===== config.mk =====
export PLATFORM = sky130hd
export DESIGN_NAME = iob_cache_line_fill_flat
export DESIGN_NICKNAME = d
export VERILOG_FILES = /design/src/rtl/iob_cache_line_fill_if.sv /design/src/rtl/iob_cache_line_fill.sv /design/src/flat_wrapper.sv
export SDC_FILE = /design/constraint.sdc
export NUM_CORES = 1
export LEC_CHECK = 0
export CORE_MARGIN = 4
export CORE_UTILIZATION = 36
export CTS_BUF_LIST = sky130_fd_sc_hd__clkbuf_16
export DETAILED_ROUTE_END_ITERATION = 6
export GPL_ROUTABILITY_DRIVEN = 0
export PLACE_DENSITY = 0.94
export SYNTH_ARGS = -nofsm -noshare
export SYNTH_HDL_FRONTEND = slang
export SYNTH_SLANG_ARGS = --single-unit

===== constraint.sdc =====
create_clock -name clk_i -period 4.4 [get_ports clk_i]
set_input_delay 0.66 -clock clk_i [delete_from_list [all_inputs] [get_ports clk_i]]
set_output_delay 0.66 -clock clk_i [all_outputs]
set_load 0.1 [all_outputs]

===== src/rtl/iob_cache_line_fill_if.sv =====
// Bundle of the miss, back-end read, data-memory and tag-memory ports used by the line-fill engine.
interface iob_cache_line_fill_if #(
  parameter int unsigned N_WAYS        = 4,
  parameter int unsigned NLINES_W      = 7,
  parameter int unsigned TAG_W         = 21,
  parameter int unsigned WORD_OFFSET_W = 2,
  parameter int unsigned DATA_W        = 32
);
  localparam int unsigned BE_ADDR_W = TAG_W + NLINES_W + WORD_OFFSET_W + 2;

  logic                              miss_i;
  logic [TAG_W-1:0]                  miss_tag_i;
  logic [NLINES_W-1:0]               miss_line_i;
  logic                              ready_o;
  logic [N_WAYS-1:0]                 way_select_i;
  logic                              be_valid_o;
  logic [BE_ADDR_W-1:0]              be_addr_o;
  logic                              be_ready_i;
  logic                              be_rvalid_i;
  logic [DATA_W-1:0]                 be_rdata_i;
  logic [N_WAYS-1:0]                 dmem_we_o;
  logic [NLINES_W+WORD_OFFSET_W-1:0] dmem_addr_o;
  logic [DATA_W-1:0]                 dmem_wdata_o;
  logic [N_WAYS-1:0]                 tag_we_o;
  logic [TAG_W-1:0]                  tag_wdata_o;
  logic [NLINES_W-1:0]               tag_line_o;
  logic                              done_o;

  // Fill engine side
  modport master (
    input  miss_i, miss_tag_i, miss_line_i, way_select_i,
           be_ready_i, be_rvalid_i, be_rdata_i,
    output ready_o, be_valid_o, be_addr_o,
           dmem_we_o, dmem_addr_o, dmem_wdata_o,
           tag_we_o, tag_wdata_o, tag_line_o, done_o
  );

  // Requester / back-end / memory side
  modport slave (
    output miss_i, miss_tag_i, miss_line_i, way_select_i,
           be_ready_i, be_rvalid_i, be_rdata_i,
    input  ready_o, be_valid_o, be_addr_o,
           dmem_we_o, dmem_addr_o, dmem_wdata_o,
           tag_we_o, tag_wdata_o, tag_line_o, done_o
  );
endinterface


===== src/rtl/iob_cache_line_fill.sv =====
// Cache line-fill engine: fetches one line word-by-word from the back-end into the victim way,
// then writes the tag and pulses done.
module iob_cache_line_fill #(
  parameter int unsigned N_WAYS        = 4,
  parameter int unsigned NWAYS_W       = $clog2(N_WAYS),
  parameter int unsigned NLINES_W      = 7,
  parameter int unsigned TAG_W         = 21,
  parameter int unsigned WORD_OFFSET_W = 2,
  parameter int unsigned DATA_W        = 32
) (
  input  logic                 clk_i,
  input  logic                 arst_n_i,
  iob_cache_line_fill_if.master bus
);
  localparam logic [1:0] IDLE = 2'd0;
  localparam logic [1:0] REQ  = 2'd1;
  localparam logic [1:0] WAIT = 2'd2;
  localparam logic [1:0] TAG  = 2'd3;

  localparam logic [WORD_OFFSET_W-1:0] LAST_WORD = '1;

  if (N_WAYS > (2 ** NWAYS_W)) begin : g_bad_nways_w
    $error("NWAYS_W too narrow for N_WAYS");
  end

  logic [1:0]               state_q, state_d;
  logic [TAG_W-1:0]         tag_q, tag_d;
  logic [NLINES_W-1:0]      line_q, line_d;
  logic [N_WAYS-1:0]        way_q, way_d;
  logic [WORD_OFFSET_W-1:0] cnt_q, cnt_d;
  logic                     way_onehot;

  // A malformed victim selection falls back to way 0 so exactly one way is written.
  assign way_onehot = (bus.way_select_i != '0) &&
                      ((bus.way_select_i & (bus.way_select_i - N_WAYS'(1))) == '0);

  always_ff @(posedge clk_i or negedge arst_n_i) begin
    if (!arst_n_i) begin
      state_q <= IDLE;
      tag_q   <= '0;
      line_q  <= '0;
      way_q   <= '0;
      cnt_q   <= '0;
    end else begin
      state_q <= state_d;
      tag_q   <= tag_d;
      line_q  <= line_d;
      way_q   <= way_d;
      cnt_q   <= cnt_d;
    end
  end

  always_comb begin
    state_d          = state_q;
    tag_d            = tag_q;
    line_d           = line_q;
    way_d            = way_q;
    cnt_d            = cnt_q;
    bus.ready_o      = 1'b0;
    bus.be_valid_o   = 1'b0;
    bus.be_addr_o    = '0;
    bus.dmem_we_o    = '0;
    bus.dmem_addr_o  = '0;
    bus.dmem_wdata_o = '0;
    bus.tag_we_o     = '0;
    bus.tag_wdata_o  = '0;
    bus.tag_line_o   = '0;
    bus.done_o       = 1'b0;

    case (state_q)
      IDLE: begin
        bus.ready_o = 1'b1;
        if (bus.miss_i) begin
          tag_d   = bus.miss_tag_i;
          line_d  = bus.miss_line_i;
          way_d   = way_onehot ? bus.way_select_i : N_WAYS'(1);
          cnt_d   = '0;
          state_d = REQ;
        end
      end
      REQ: begin
        bus.be_valid_o = 1'b1;
        bus.be_addr_o  = {tag_q, line_q, cnt_q, 2'b00};
        if (bus.be_ready_i) state_d = WAIT;
      end
      WAIT: begin
        // Data is written in the same cycle it returns; the counter wraps to 0 after the last word.
        if (bus.be_rvalid_i) begin
          bus.dmem_we_o    = way_q;
          bus.dmem_addr_o  = {line_q, cnt_q};
          bus.dmem_wdata_o = bus.be_rdata_i;
          cnt_d            = cnt_q + WORD_OFFSET_W'(1);
          state_d          = (cnt_q == LAST_WORD) ? TAG : REQ;
        end
      end
      TAG: begin
        bus.tag_we_o    = way_q;
        bus.tag_wdata_o = tag_q;
        bus.tag_line_o  = line_q;
        bus.done_o      = 1'b1;
        state_d         = IDLE;
      end
      default: state_d = IDLE;
    endcase
  end
endmodule


===== src/flat_wrapper.sv =====
// flat-port wrapper written by rule: the top's interface ports become plain ports
module iob_cache_line_fill_flat 
#(
  parameter int unsigned N_WAYS        = 4,
  parameter int unsigned NWAYS_W       = $clog2(N_WAYS),
  parameter int unsigned NLINES_W      = 7,
  parameter int unsigned TAG_W         = 21,
  parameter int unsigned WORD_OFFSET_W = 2,
  parameter int unsigned DATA_W        = 32
)
  (clk_i, arst_n_i, bus_miss_i, bus_miss_tag_i, bus_miss_line_i, bus_way_select_i, bus_be_ready_i, bus_be_rvalid_i, bus_be_rdata_i, bus_ready_o, bus_be_valid_o, bus_be_addr_o, bus_dmem_we_o, bus_dmem_addr_o, bus_dmem_wdata_o, bus_tag_we_o, bus_tag_wdata_o, bus_tag_line_o, bus_done_o);
  iob_cache_line_fill_if #(.N_WAYS(N_WAYS), .NLINES_W(NLINES_W), .TAG_W(TAG_W), .WORD_OFFSET_W(WORD_OFFSET_W), .DATA_W(DATA_W)) bus_i ();
  input  logic clk_i;
  input  logic arst_n_i;
  input wire logic [$bits(bus_i.miss_i)-1:0] bus_miss_i;
  input wire logic [$bits(bus_i.miss_tag_i)-1:0] bus_miss_tag_i;
  input wire logic [$bits(bus_i.miss_line_i)-1:0] bus_miss_line_i;
  input wire logic [$bits(bus_i.way_select_i)-1:0] bus_way_select_i;
  input wire logic [$bits(bus_i.be_ready_i)-1:0] bus_be_ready_i;
  input wire logic [$bits(bus_i.be_rvalid_i)-1:0] bus_be_rvalid_i;
  input wire logic [$bits(bus_i.be_rdata_i)-1:0] bus_be_rdata_i;
  output wire logic [$bits(bus_i.ready_o)-1:0] bus_ready_o;
  output wire logic [$bits(bus_i.be_valid_o)-1:0] bus_be_valid_o;
  output wire logic [$bits(bus_i.be_addr_o)-1:0] bus_be_addr_o;
  output wire logic [$bits(bus_i.dmem_we_o)-1:0] bus_dmem_we_o;
  output wire logic [$bits(bus_i.dmem_addr_o)-1:0] bus_dmem_addr_o;
  output wire logic [$bits(bus_i.dmem_wdata_o)-1:0] bus_dmem_wdata_o;
  output wire logic [$bits(bus_i.tag_we_o)-1:0] bus_tag_we_o;
  output wire logic [$bits(bus_i.tag_wdata_o)-1:0] bus_tag_wdata_o;
  output wire logic [$bits(bus_i.tag_line_o)-1:0] bus_tag_line_o;
  output wire logic [$bits(bus_i.done_o)-1:0] bus_done_o;
  assign bus_i.miss_i = bus_miss_i;
  assign bus_i.miss_tag_i = bus_miss_tag_i;
  assign bus_i.miss_line_i = bus_miss_line_i;
  assign bus_i.way_select_i = bus_way_select_i;
  assign bus_i.be_ready_i = bus_be_ready_i;
  assign bus_i.be_rvalid_i = bus_be_rvalid_i;
  assign bus_i.be_rdata_i = bus_be_rdata_i;
  assign bus_ready_o = bus_i.ready_o;
  assign bus_be_valid_o = bus_i.be_valid_o;
  assign bus_be_addr_o = bus_i.be_addr_o;
  assign bus_dmem_we_o = bus_i.dmem_we_o;
  assign bus_dmem_addr_o = bus_i.dmem_addr_o;
  assign bus_dmem_wdata_o = bus_i.dmem_wdata_o;
  assign bus_tag_we_o = bus_i.tag_we_o;
  assign bus_tag_wdata_o = bus_i.tag_wdata_o;
  assign bus_tag_line_o = bus_i.tag_line_o;
  assign bus_done_o = bus_i.done_o;
  iob_cache_line_fill #(.N_WAYS(N_WAYS), .NWAYS_W(NWAYS_W), .NLINES_W(NLINES_W), .TAG_W(TAG_W), .WORD_OFFSET_W(WORD_OFFSET_W), .DATA_W(DATA_W)) u_core (.clk_i(clk_i), .arst_n_i(arst_n_i), .bus(bus_i));
endmodule

==> summary.txt, run 1 <==
Final layout
  – Post-route standard cell area excluding fillers: 3990 um2
  – Layout Utilization: 0.669
  – Synth-to-Final Area Change: 79.7%
  – Layout cells sized above 1: 0.306
  – Number of nets in the layout: 461
  – Number of inserted diodes: 0

CTS
  – Maximum number of buffers from clock root to sink: 2
  – Number of buffers added by the clock tree synthesis step: 5
  – Clock latency reported for the late side of the worst-skew pair: 0.27 ns
  – Clock tree sinks: 36
  – Count of H-tree levels built during CTS: 2
  – Resized Gates After CTS: 0
  – Total setup buffers inserted after CTS: 0
  – CTS tree: done
  – Clock tree root driver cell: sky130_fd_sc_hd__clkbuf_16
  – Post-CTS clock slew at the launch and capture registers of the worst setup and hold paths: 0.05 ns
  – Total of hold buffers inserted after clock tree synthesis: 0

Floorplan
  – Effective utilization at floorplan: 0.372
  – Standard cell core area: 5960 um2
  – Count of boundary I/O pins: 181
  – Number of standard-cell rows in the floorplan: 28
  – Overall die area: 7480 um2
  – Width of the die: 86.5 um
  – Die extent in y: 86.5 um

Detailed routing
  – First drt pass iteration count: 4
  – Remaining antenna violation count after routing: 0
  – Detailed-route vias per instance: 4.78
  – Average wire length per cell after detail routing: 15.7 um
  – Number of vias after detailed routing: 2231
  – Drc violations: 0
  – DRT Wirelength: 7340 um
  – Drt first-iter violations: 67

Logic synthesis
  – Dominant cell by count in the synthesized netlist: sky130_fd_sc_hd__and2_1
  – Cell types occupying the most area after synthesis: sky130_fd_sc_hd__dfrtp_1 (41%), sky130_fd_sc_hd__and2_1 (21%), sky130_fd_sc_hd__mux2_2 (16%), sky130_fd_sc_hd__and3_1 (9.0%), sky130_fd_sc_hd__clkbuf_1 (2.4%)
  – Number of flip-flops and latches in the synthesized netlist: 36
  – Area of the mapped netlist: 2220 um2
  – Async set-reset flop share out of synthesis: 1.00
  – Count of flip-flops with a built-in enable after synthesis: 0
  – Leading cell types by count after synthesis: sky130_fd_sc_hd__and2_1 (76), sky130_fd_sc_hd__dfrtp_1 (36), sky130_fd_sc_hd__and3_1 (32), sky130_fd_sc_hd__mux2_2 (32), sky130_fd_sc_hd__clkbuf_1 (14)
  – Largest area contributor in the netlist: sky130_fd_sc_hd__dfrtp_1
  – Part of the Yosys area used for sequential elements: 0.406
  – Dominant synthesized flop cell: sky130_fd_sc_hd__dfrtp_1
  – Avg Synthesized Cell Area: 9.94 um2
  – Count of mapped cells out of synthesis: 223
  – Share of the synthesized area in the top cell type: 0.406
  – Number of warnings issued by yosys: 0
  – Number of different library cells in the post-synthesis netlist: 24

Global routing
  – Pin count of the biggest net entering global routing: 42
  – Leftover overflow at the end of global routing: 0
  – Via count of the first global-routing pass: 2348
  – Gr usage total: 0.194
  – Number of antenna violations at the first check in global routing: 0
  – Global-route wire length before repair: 11600 um

Setup path
  – R2r endpoint: u_core.state_q[0]
  – Highest fanout seen on the critical path: 40
  – Buf/Inv on CP: 1
  – Type of element launching the critical path: register
  – CP Data Required Time: 3.74 ns
  – Max incr delay on CP: 1.16 ns
  – Cells on worst reg2reg path: 4
  – Critical R2R Launch: u_core.state_q[0]
  – Internal reg-to-reg setup slack: 2.07 ns
  – CP Cell Sequence: and3_1 > clkdlybuf4s50_1
  – Sort of element at the end of the critical path: output pin
  – Delay-heaviest family, CP: buffers and inverters
  – Arrival time at the worst endpoint: 2.85 ns
  – Stages on worst setup path: 2
  – Crit Path Class: reg2out
  – Cell type of the slowest stage on the worst timing path: sky130_fd_sc_hd__clkdlybuf4s50_1

STA
  – Sum of negative setup slack: 0 ns
  – Minimum period implied by the final worst setup slack: 3.51 ns
  – Final setup violation count: 0
  – Final Slew Violations: 0
  – Final hold viol count: 0
  – Worst max-slew margin expressed relative to the limit: 0.235
  – Worst Tran Pin Value: 1.15 ns
  – Highest clock rate: 285 MHz
  – Ratio of final minimum period to clock period: 0.797
  – Unrepaired setup endpoints after global routing: false
  – Tightest hold margin: 0.481 ns
  – Max Clock Skew: 0.00322 ns

Flow run
  – Max-cap viol count: 0

Placement
  – Total half-perimeter wirelength after legalization and detailed placement: 5600 um
  – Number of port buffers: 178
  – Placed Area: 3820 um2

Status
  – Outcome: completed

Worst hold path
  – Type of the worst min-delay path: in2async
[logic make-up after synthesis]
group / Yosys count / synth area share
buffers and inverters: 23 / 0.0502
AO/OA/AOI/OAI: 8 / 0.0214
other: 1 / 0.00169
flip-flops: 36 / 0.406
XOR/XNOR: 1 / 0.00395
multiplexers: 32 / 0.163
adder cells (fa/ha/maj): 1 / 0.00564
AND/OR/NAND/NOR: 121 / 0.348
[sequential cells by signal, indices dropped and copies added (netlist names)]
name	count
u_core.state_q	2
u_core.line_q	7
u_core.way_q	4
u_core.tag_q	21
u_core.cnt_q	2
[through the flow]
stage	std cells	setup slack, ns
2_1_floorplan	224	1.71
3_3_place_gp	459	1.26
3_5_place_dp	459	1.15
4_1_cts	467	0.849
5_1_grt	467	0.676
6_report	467	0.894
[worst max-delay path by stage]
stage | startpoint | endpoint | slack (ns)
floorplan | u_core.state_q[1] | bus_ready_o | 1.71
global placement | u_core.state_q[1] | bus_tag_wdata_o[0] | 1.26
detailed placement | u_core.state_q[1] | bus_tag_wdata_o[18] | 1.15
CTS | u_core.state_q[1] | bus_tag_wdata_o[0] | 0.85
global route | u_core.state_q[0] | bus_be_addr_o[6] | 0.68
finish | u_core.state_q[0] | bus_tag_wdata_o[0] | 0.89
[final cells by class]
cell class | count | area, um2
Clock buffer | 5 | 125
Clock inverter | 3 | 37.5
Fill cell | 502 | 1970
Inverter | 2 | 7.51
Multi-Input combinational cell | 165 | 1210
Sequential cell | 36 | 901
Tap cell | 75 | 93.8
Timing Repair Buffer | 181 | 1610
[cell usage in the layout, fill, tap and decap left out]
master and count:
sky130_fd_sc_hd__and3_1 32, sky130_fd_sc_hd__nand2b_1 1, sky130_fd_sc_hd__nand2_1 1, sky130_fd_sc_hd__ha_1 1, sky130_fd_sc_hd__xor2_1 1, sky130_fd_sc_hd__o22a_1 1
sky130_fd_sc_hd__a22o_1 1, sky130_fd_sc_hd__a21oi_1 1, sky130_fd_sc_hd__clkdlybuf4s50_1 101, sky130_fd_sc_hd__inv_1 2, sky130_fd_sc_hd__buf_4 79, sky130_fd_sc_hd__nor4b_1 3
sky130_fd_sc_hd__buf_2 1, sky130_fd_sc_hd__nor2b_1 1, sky130_fd_sc_hd__mux2_2 32, sky130_fd_sc_hd__nor3b_4 1, sky130_fd_sc_hd__and3b_1 2, sky130_fd_sc_hd__conb_1 2
sky130_fd_sc_hd__nor2_1 3, sky130_fd_sc_hd__bufinv_16 1, sky130_fd_sc_hd__clkinv_1 2, sky130_fd_sc_hd__and2_1 76, sky130_fd_sc_hd__clkbuf_16 5, sky130_fd_sc_hd__o21ai_0 5
sky130_fd_sc_hd__dfrtp_1 36, sky130_fd_sc_hd__nor2b_2 1
[per-layer routing]
layer / vias to the layer above / part of all wire / global-route usage
li1: 1067 / - / -
met1: 1024 / 0.37 / 0.216
met2: 123 / 0.49 / 0.346
met3: 17 / 0.11 / 0.0722
met4: 0 / 0.024 / 0.0538
met5: - / 0 / 0
Power of run 1 is not shown: default switching activity piles up to over one toggle a cycle in this logic, so the estimate is an artifact.
==> inputs of run 2 (changes only) <==
--- a/config.mk
+++ b/config.mk
@@ -6,11 +6,11 @@
 export NUM_CORES = 1
 export LEC_CHECK = 0
 export CORE_MARGIN = 4
-export CORE_UTILIZATION = 36
+export CORE_UTILIZATION = 33
 export CTS_BUF_LIST = sky130_fd_sc_hd__clkbuf_16
 export DETAILED_ROUTE_END_ITERATION = 6
 export GPL_ROUTABILITY_DRIVEN = 0
-export PLACE_DENSITY = 0.94
+export PLACE_DENSITY = 0.87
 export SYNTH_ARGS = -nofsm -noshare
 export SYNTH_HDL_FRONTEND = slang
 export SYNTH_SLANG_ARGS = --single-unit
==> constraint.sdc (replaced) <==
create_clock -name clk_i -period 3.3 [get_ports clk_i]
set_input_delay 0.495 -clock clk_i [delete_from_list [all_inputs] [get_ports clk_i]]
set_output_delay 0.495 -clock clk_i [all_outputs]
set_load 0.1 [all_outputs]
==> run 2 against run 1 <==
Compared with the run above: first-iteration DRC count is 19% lower; critical endpoint is now bus_be_addr_o[26]; utilization is 8.6 points higher; sequential cell count stayed put; count of clock-buffer cells in the layout stayed put; sequential share of layout area is 4.0 points lower.
==> summary.txt, run 2 (same netlist as run 1, synthesis figures left out) <==
Floorplan
  – Standard cell core area: 6420 um2
  – Count of boundary I/O pins: 181
  – Number of standard-cell rows in the floorplan: 29
  – Width of the die: 90.0 um
  – Effective utilization at floorplan: 0.345
  – Overall die area: 8090 um2
  – Die extent in y: 90.0 um

Final layout
  – Largest registers: u_core.tag_q: 21 flops, u_core.line_q: 7 flops, u_core.way_q: 4 flops
  – Number of nets in the layout: 464
  – Synth-to-Final Area Change: 119%
  – Flip-flop count of the largest register after layout: 21
  – Fillers: 407
  – Largest reg by FF count: u_core.tag_q
  – Layout cells sized above 1: 0.396
  – Highest-count cells in the layout ignoring fill and taps: sky130_fd_sc_hd__and2_1 (76), sky130_fd_sc_hd__buf_12 (76), sky130_fd_sc_hd__clkdlybuf4s50_1 (67)

Detailed routing
  – Drc violations: 0
  – Routed length on met3: 797 um
  – Remaining antenna violation count after routing: 0
  – First drt pass iteration count: 4
  – Average wire length per cell after detail routing: 17.4 um
  – Number of vias after detailed routing: 2282
  – Metal-1 WL: 3100 um
  – DRT Wirelength: 8230 um
  – Detailed-route vias per instance: 4.83
  – Routed wire length on met2: 4180 um
  – Top Metal Used: met4
  – Drt first-iter violations: 54

Global routing
  – Via count of the first global-routing pass: 2430
  – Gr usage total: 0.201
  – Number of antenna violations at the first check in global routing: 1
  – Leftover overflow at the end of global routing: 0
  – Global-route wire length before repair: 13200 um
  – Pin count of the biggest net entering global routing: 40

STA
  – Worst Tran Pin Value: 0.817 ns
  – Minimum period implied by the final worst setup slack: 2.47 ns
  – Ratio of final minimum period to clock period: 0.748
  – Final Slew Violations: 0
  – Unrepaired setup endpoints after global routing: false
  – Final hold viol count: 0
  – Tightest hold margin: 0.318 ns
  – Sum of negative setup slack: 0 ns
  – Highest clock rate: 405 MHz
  – Final setup violation count: 0
  – Max Clock Skew: 0.00590 ns
  – Worst max-slew margin expressed relative to the limit: 0.455

Setup path
  – Crit Path Class: reg2out
  – Sort of element at the end of the critical path: output pin
  – Internal reg-to-reg setup slack: 1.25 ns
  – Critical R2R Launch: u_core.state_q[1]
  – R2r endpoint: u_core.tag_q[16]
  – Cells on worst reg2reg path: 4
  – Type of element launching the critical path: register
  – CP Data Required Time: 2.80 ns
  – Worst Setup SP: u_core.state_q[1]
  – Highest fanout seen on the critical path: 25
  – Arrival time at the worst endpoint: 1.97 ns

Status
  – Outcome: completed

CTS
  – Resized Gates After CTS: 0
  – Total setup buffers inserted after CTS: 0
  – Count of H-tree levels built during CTS: 2
  – Total of hold buffers inserted after clock tree synthesis: 0
  – Clock tree sinks: 36
  – CTS tree: done
  – Maximum number of buffers from clock root to sink: 2
  – Clock latency reported for the late side of the worst-skew pair: 0.27 ns
  – Clock tree root driver cell: sky130_fd_sc_hd__clkbuf_16
  – Post-CTS clock slew at the launch and capture registers of the worst setup and hold paths: 0.05 ns
  – Number of buffers added by the clock tree synthesis step: 5

Placement
  – Number of port buffers: 178
  – Total half-perimeter wirelength after legalization and detailed placement: 6670 um

Worst hold path
  – Type of the worst min-delay path: in2async

Flow run
  – Max-cap viol count: 0
## run 2: cell count changes in the layout (fill, tap and decap cells not counted)
cell and change:
sky130_fd_sc_hd__bufinv_16 -1, sky130_fd_sc_hd__clkdlybuf4s50_1 -34, sky130_fd_sc_hd__buf_12 +76, sky130_fd_sc_hd__buf_4 -39, sky130_fd_sc_hd__diode_2 +1
## run 2: worst max path at each step
stage          slack [ns]  depth (start not counted)              endpoint
2_1_floorplan        0.77                          3           bus_ready_o
3_3_place_gp          1.0                          5      bus_dmem_we_o[0]
3_5_place_dp         0.95                          5  bus_dmem_wdata_o[26]
4_1_cts              0.79                          4     bus_be_addr_o[11]
5_1_grt              0.66                          4     bus_be_addr_o[26]
6_report             0.83                          4     bus_be_addr_o[26]
## run 2: area by class of cell
type                    instances  area [um2]  area share
diodes                          1        2.50    0.000516
clock inverters                 2        7.51     0.00155
well taps                      77        96.3      0.0199
flip-flops and latches         36         901       0.186
repair buffers                184        2500       0.515
inverters                       2        7.51     0.00155
multi-input cells             165        1210       0.250
clock buffers                   5         125      0.0258
## run 2: critical path, stage by stage (launching register included)
cell	delay, ns
sky130_fd_sc_hd__dfrtp_1	0.57
sky130_fd_sc_hd__nor2b_2	0.38
sky130_fd_sc_hd__buf_4	0.33
sky130_fd_sc_hd__and2_1	0.22
sky130_fd_sc_hd__buf_12	0.18
## run 2: through the flow
stage	cell area, um2	util	setup WS [ns]	instances
after global placement	4710	0.734	0.998	464
after global routing	4850	0.755	0.655	472
after floorplan	2220	-	0.774	224
after CTS	4850	0.755	0.788	471
after detailed placement	4710	0.734	0.951	464
final	4850	0.755	0.831	472
## run 2: per-layer routing
layer  track usage  vias to the layer above
li1              -                     1085
met1         0.220                     1070
met2         0.360                      117
met3        0.0801                       10
met4        0.0599                        0
met5             0                        -
Power of run 2 is left out for the same reason.
